--- src/rtl/ema_pulse_monitor.sv ---
// rtl/ema_pulse_monitor.sv - EMA pulse pair receive checker: P period, P high time, N edge count, loss of signal
module ema_pulse_monitor #(
    parameter int CNT_WIDTH      = 26,
    parameter int TIMEOUT_CYCLES = 2 ** 25,
    parameter int SYNC_STAGES    = 2
) (
    input  logic                 CLK_0,
    input  logic                 RST_N,
    input  logic                 PULSE_P_IN,
    input  logic                 PULSE_N_IN,
    output logic [CNT_WIDTH-1:0] PERIOD,
    output logic [CNT_WIDTH-1:0] HIGH_TIME,
    output logic [7:0]           N_EDGES,
    output logic                 MEAS_VALID,
    output logic                 NO_SIGNAL
);

    localparam logic [CNT_WIDTH-1:0] CNT_ONE     = CNT_WIDTH'(1);
    localparam logic [CNT_WIDTH-1:0] CNT_MAX     = '1;
    localparam logic [CNT_WIDTH-1:0] TIMEOUT_VAL = CNT_WIDTH'(TIMEOUT_CYCLES);

    typedef enum logic {
        IDLE,
        MEASURE
    } state_t;

    state_t state_q, state_d;

    logic [SYNC_STAGES-1:0] p_sync, n_sync;
    logic                   p_hist, n_hist;
    logic                   p_rise, p_fall, n_rise;
    logic [CNT_WIDTH-1:0]   cnt, hi_lat;
    logic [7:0]             n_cnt;
    logic                   meas_fire, timeout;

    // Edges are a mismatch between the last synchronizer stage and one history flop.
    assign p_rise = p_sync[SYNC_STAGES-1] & ~p_hist;
    assign p_fall = ~p_sync[SYNC_STAGES-1] & p_hist;
    assign n_rise = n_sync[SYNC_STAGES-1] & ~n_hist;

    always_ff @(posedge CLK_0) begin
        if (!RST_N) begin
            state_q <= IDLE;
        end else begin
            state_q <= state_d;
        end
    end

    always_comb begin
        state_d   = state_q;
        meas_fire = 1'b0;
        timeout   = 1'b0;
        case (state_q)
            IDLE: begin
                if (p_rise) begin
                    state_d = MEASURE;
                end
            end
            MEASURE: begin
                // A rising edge beats a coincident timeout.
                if (p_rise) begin
                    meas_fire = 1'b1;
                end else if (cnt == TIMEOUT_VAL) begin
                    timeout = 1'b1;
                    state_d = IDLE;
                end
            end
            default: state_d = IDLE;
        endcase
    end

    always_ff @(posedge CLK_0) begin
        if (!RST_N) begin
            p_sync     <= '0;
            n_sync     <= '0;
            p_hist     <= 1'b0;
            n_hist     <= 1'b0;
            cnt        <= '0;
            hi_lat     <= '0;
            n_cnt      <= '0;
            PERIOD     <= '0;
            HIGH_TIME  <= '0;
            N_EDGES    <= '0;
            MEAS_VALID <= 1'b0;
            NO_SIGNAL  <= 1'b0;
        end else begin
            p_sync     <= {p_sync[SYNC_STAGES-2:0], PULSE_P_IN};
            n_sync     <= {n_sync[SYNC_STAGES-2:0], PULSE_N_IN};
            p_hist     <= p_sync[SYNC_STAGES-1];
            n_hist     <= n_sync[SYNC_STAGES-1];
            MEAS_VALID <= meas_fire;
            if (state_q == IDLE) begin
                hi_lat <= '0;
                n_cnt  <= '0;
                if (p_rise) begin
                    cnt       <= CNT_ONE;
                    NO_SIGNAL <= 1'b0;
                end else begin
                    cnt <= '0;
                end
            end else if (meas_fire) begin
                PERIOD    <= cnt;
                HIGH_TIME <= hi_lat;
                N_EDGES   <= n_cnt;
                cnt       <= CNT_ONE;
                hi_lat    <= '0;
                n_cnt     <= {7'd0, n_rise};
            end else if (timeout) begin
                NO_SIGNAL <= 1'b1;
                cnt       <= '0;
                hi_lat    <= '0;
                n_cnt     <= '0;
            end else begin
                if (cnt != CNT_MAX) begin
                    cnt <= cnt + CNT_ONE;
                end
                if (p_fall) begin
                    hi_lat <= cnt;
                end
                if (n_rise && n_cnt != 8'hFF) begin
                    n_cnt <= n_cnt + 8'd1;
                end
            end
        end
    end

endmodule

--- config.mk ---
export PLATFORM = sky130hd
export DESIGN_NAME = ema_pulse_monitor
export DESIGN_NICKNAME = d
export VERILOG_FILES = /design/src/rtl/ema_pulse_monitor.sv
export SDC_FILE = /design/constraint.sdc
export NUM_CORES = 1
export LEC_CHECK = 0
export CORE_MARGIN = 1
export CORE_UTILIZATION = 55
export CTS_CLUSTER_DIAMETER = 60
export DETAILED_ROUTE_END_ITERATION = 12
export GPL_TIMING_DRIVEN = 1
export PLACE_DENSITY = 0.79
export SLEW_MARGIN = 10
export SYNTH_ARGS = -nofsm -noshare
export SYNTH_HDL_FRONTEND = slang
export SYNTH_SLANG_ARGS = --single-unit
export TNS_END_PERCENT = 20
--- constraint.sdc ---
create_clock -name CLK_0 -period 2.1 [get_ports CLK_0]
set_input_delay 0.525 -clock CLK_0 [delete_from_list [all_inputs] [get_ports CLK_0]]
set_output_delay 0.525 -clock CLK_0 [all_outputs]
set_load 0.05 [all_outputs]
After elaboration in Yosys (flattened, before gate mapping)

Index checks and enable logic that the tools add are counted.

Equal/unequal tests: 6
Reductions and logical operators: 7
Add/subtract/negate cells: 2
Mux-type cells: 20
Bitwise operators: 8

Operators by type and width:

| operator                                                        | number |
|---|---|
| 26-bit two-way mux                                              | 4 |
| 26-bit by 1-bit adder with 26-bit output, second input constant | 1 |
| 26-bit equality test, second input constant                     | 1 |
| 26-bit != test, second input constant                           | 1 |
| 1-bit two-way mux                                               | 15 |
| 8-bit by 1-bit adder with 8-bit output, second input constant   | 1 |
| 8-bit != test, second input constant                            | 1 |
| 1-bit inverter                                                  | 5 |
| 4-bit by 1-bit != test with 1-bit output, second input constant | 1 |
| 2-bit AND reduction                                             | 2 |
| 4-bit OR reduction                                              | 1 |
| 1-bit AND                                                       | 3 |
| 3-bit AND reduction                                             | 1 |
| 3-bit nonzero test                                              | 1 |
| 2-bit by 1-bit != test with 1-bit output, second input constant | 1 |
| 2-bit != test, second input constant                            | 1 |
| 1-bit case mux with 2 select lines                              | 1 |
| 2-bit nonzero test                                              | 1 |
| 1-bit logical AND                                               | 1 |

Logic and storage cells: 57
Register bits after elaboration: 129
Output and inout port bits: 62
Input bits: 4

Longest topological paths before layout

Depth in word-level cells: 7
Mapped depth: 8

Worst setup path before layout

No wires, ideal clock.

Path kind: reg-to-reg
From: register cnt[13]
To: register cnt[17]
Required time: 1,979 ps
Data arrival time: 1,725 ps
Setup slack: 254 ps
Stages on the path, launching flop included: 7
Setup time: 121 ps
Cells stage by stage: dfxtp_1 -> clkbuf_2 -> nand3_1 -> nor4_4 -> nand3_1 -> o2111ai_1 -> mux2_2

Word-level cells in the longest chain between the ends: 7
Elaborated cells on any way between the ends: 11
Those cells by class: add/sub (1); eq/ne (3); mux (7)

Ends and longest elaborated chain:

| element                                                                                          | RTL line | RTL |
|---|---|---|
| from (decl)                                                                                      | 32       | `logic [CNT_WIDTH-1:0] cnt, hi_lat;` |
| from (signal assigned)                                                                           | 115      | `cnt <= cnt + CNT_ONE;` |
| parallel branches: the longest is 7 deep, another holds 26-bit by 1-bit adder with 26-bit output | -        |  |

Several ways; the timed one is not identified. The select of a mux whose other input is x is not followed.
A chain may end at the register's enable or synchronous reset.

Worst setup path after layout

From: register cnt[0]
To: register cnt[16]

The elaborated chain is that of the path after synthesis.

==> results.toml <==
[synth]
synth_top_family_by_area = "simple AND/OR/NAND/NOR gates"
synth_compound_area_share_pct = 16.6
syn-instance-count = 620
synth_edf_count = 0
syn_area_um2 = 5250
synth_fa_ha_area_share_pct = 0.714
syn-num-nets = 627
yosys.area_share.simple_pct = 24.2
synth.distinct_cells = 42
yosys_warnings = 0
ys.flop_type = "dfxtp_1"
synth_mux_area_share_pct = 1.21
synth-seq-cells = 129
synth-async-reset-ratio_pct = 0
synthXorXnorAreaFrac_pct = 3.67
syn_avg_cell_area_um2 = 8.47
ys_seq_area_share_pct = 49.2

[grt]
grt_pass1_vias = 4411
grt_remaining_overflow = 0
antenna_found_initial = 0
grt_usage_pct = 28.8
grt_pass1_wl_um = 22100
grt_max_degree = 73

[power_and_ir_drop]
p_leak_nw = 2.55
clock_power_share_pct = 53.0
power.total_mw = 5.46
swShare_pct = 20.8
power_frac_seq_pct = 45.1
p_int_mw = 4.33
pwr-share-comb_pct = 1.9
power_switching_mw = 1.13
ir_drop_mv = 0.511
power_density_nw_per_um2 = 815

[timing]
relSlewSlack_pct = 62.6
tightest_slew_ns = 0.547
period_share_pct = 97.2
clock_skew_ns = 0.0103
finalSetupViolCount = 0
final_hold_viol_count = 0
drv_slew = 0
period_minus_slack_ns = 2.04
fmax_mhz = 490

[layout]
areaGrowthSynthToFinish_pct = 27.5
regArea_um2 = 2590
final_cells = 835
fillerInstances = 754
final_common_cell = "nand2_1"
drive_gt1_share_pct = 13.5
fin_area_um2 = 6700
diodes = 0
multiInputGateArea_um2 = 2460
nets = 702
fin_util_pct = 72.5
mostFrequentLayoutCells = "nand2_1 (185), dfxtp_1 (124), a21boi_0 (61)"

[route]
drt_iter0_markers = 283
top_layer = "met4"
drt_wl_total_um = 13200
viasPerCell = 5.40
wl_met2_um = 6270
drtAntennaViolNets = 0
vias = 4509
drcViolationCount = 0
wl_per_cell_um = 15.9
first_pass_iters = 5
met1_length_um = 6040
wl_met3_um = 663

[placement]
place_area_um2 = 6130
portBuffers = 65
gp_congestion = 0.915
dpl.cell_count = 803
hpwl_um = 9110

[outcome]
status = "complete, no violations"

[setup_path]
cp_cell_sequence = "inv_4 > ha_2 > nor4b_4 > nand3_2 > buf_6 > o31ai_4 > o211ai_1 > mux2_2"
cp.depth = 8
required_ns = 2.51
crit_path_max_incr_delay_ns = 0.37
r2r-end = "cnt[16]$_SDFFE_PN0P_"
cp_num_buf_inv = 2
r2r-start = "cnt[0]$_SDFFE_PN0P_"
worst_setup_path_start_kind = "flop"
end_kind = "flop"
crit_slowest_cell = "dfxtp_4"
reg2reg_slack_ns = 0.06
critPathMaxFanout = 6
worstSetupStartpoint = "cnt[0]$_SDFFE_PN0P_"
arrival_ns = 2.45
criticalPathCategory = "flop to flop"
critical-path-top-delay-family = "compound AO/OA/AOI/OAI gates"
rr_worst_depth = 8

[floorplan]
io_pins = 66
die_h_um = 99.7
fp.dieW_um = 99.7
initial_core_util_pct = 56.9
die_area_um2 = 9950
core_area_um2 = 9240
fp-row-count = 35

[min_path]
hold_start = "p_sync[0]$_SDFF_PN0_"
min_path_cells = 1
hold_class = "flop to flop"
hold_end = "p_sync[1]$_SDFF_PN0_"

[clock_tree]
cts-root-buf = "clkbuf_8"
cts_tree = "yes"
cts_made_buffers = 17
cts_sinks = 129
clk_pin_slew_ns = 0.06
htree_levels = 4
clk_path_buf_depth = 2
worstSkewPairLatency_ns = 0.52

[job]
drv_cap = 0
registers in the layout, summed over array words and instances, names as in the netlist:
register,flops
NO_SIGNAL,1
HIGH_TIME,26
MEAS_VALID,1
n_sync,2
cnt,26
n_cnt,8
PERIOD,26
N_EDGES,8
p_hist,1
state_q,1
n_hist,1
p_sync,2
hi_lat,26
cells by family after synthesis:
logic type / count (synthesis)
compound gates: 124
mux: 6
simple gates: 284
xor+xnor: 22
buf+inv: 52
flops: 129
fa+ha+maj: 3
power groups by stage:
stage	logic, mW	registers, mW	clock network, mW
2_1_floorplan	0.0742	2.51	0
3_3_place_gp	0.0967	2.51	0
3_5_place_dp	0.0988	2.51	0
4_1_cts	0.100	2.46	2.93
5_1_grt	0.115	2.46	3.03
6_report	0.106	2.46	2.89
layer usage:
| metal | GRT usage [%] | vias to the layer above |
|---|---|---|
| li1 | - | 2226 |
| met4 | 10.9 | 0 |
| met5 | 0 | - |
| met2 | 47.2 | 153 |
| met1 | 37.6 | 2102 |
| met3 | 5.76 | 28 |
stage by stage:
step	hold WS, ns	setup TNS (ns)	setup slack (ns)
CTS	0.436	0	0.0315
finish	0.437	0	0.0592
global route	0.470	-0.0438	-0.0239
global placement	0.415	-0.412	-0.0290
detailed placement	0.424	-0.774	-0.0404
floorplan	0.412	0	0.254
cell type report:
type                       count  area share, %
multi-input combinational    439           36.7
tap                          129           2.41
clock inverter                12           2.39
clock buffer                  18           6.39
inverter                       6          0.374
timing repair buffer         102           13.0
sequential                   129           38.7
synth_stat cells, types with 8 or more instances:
master | number | area share (%)
nand2_1 | 186 | 13
nand4_1 | 8 | 0.95
dfxtp_1 | 129 | 49
a21oi_1 | 36 | 3.4
buf_2 | 12 | 1.1
a21boi_0 | 61 | 8.7
nor2_1 | 29 | 2.1
and2_1 | 10 | 1.2
xor2_1 | 8 | 1.3
xnor2_1 | 14 | 2.3
nand3_1 | 15 | 1.4
clkbuf_1 | 22 | 1.6
what timing repair did:
item,CTS,global route
setup endpoints to repair,90,47
pin swaps,0,5
gates resized for setup,58,14
hold buffers,0,0
buffers inserted,0,2
how the worst max path moves through the flow:
stage | slack (ns) | endpoint
after CTS | 0.03 | hi_lat[9]$_SDFFE_PP0P_
after detailed placement | -0.04 | cnt[9]$_SDFFE_PN0P_
final | 0.06 | cnt[16]$_SDFFE_PN0P_
after global placement | -0.03 | cnt[9]$_SDFFE_PN0P_
after floorplan | 0.25 | cnt[17]$_SDFFE_PN0P_
after global routing | -0.02 | cnt[17]$_SDFFE_PN0P_
No activity file was read; power rests on OpenSTA's default activity.
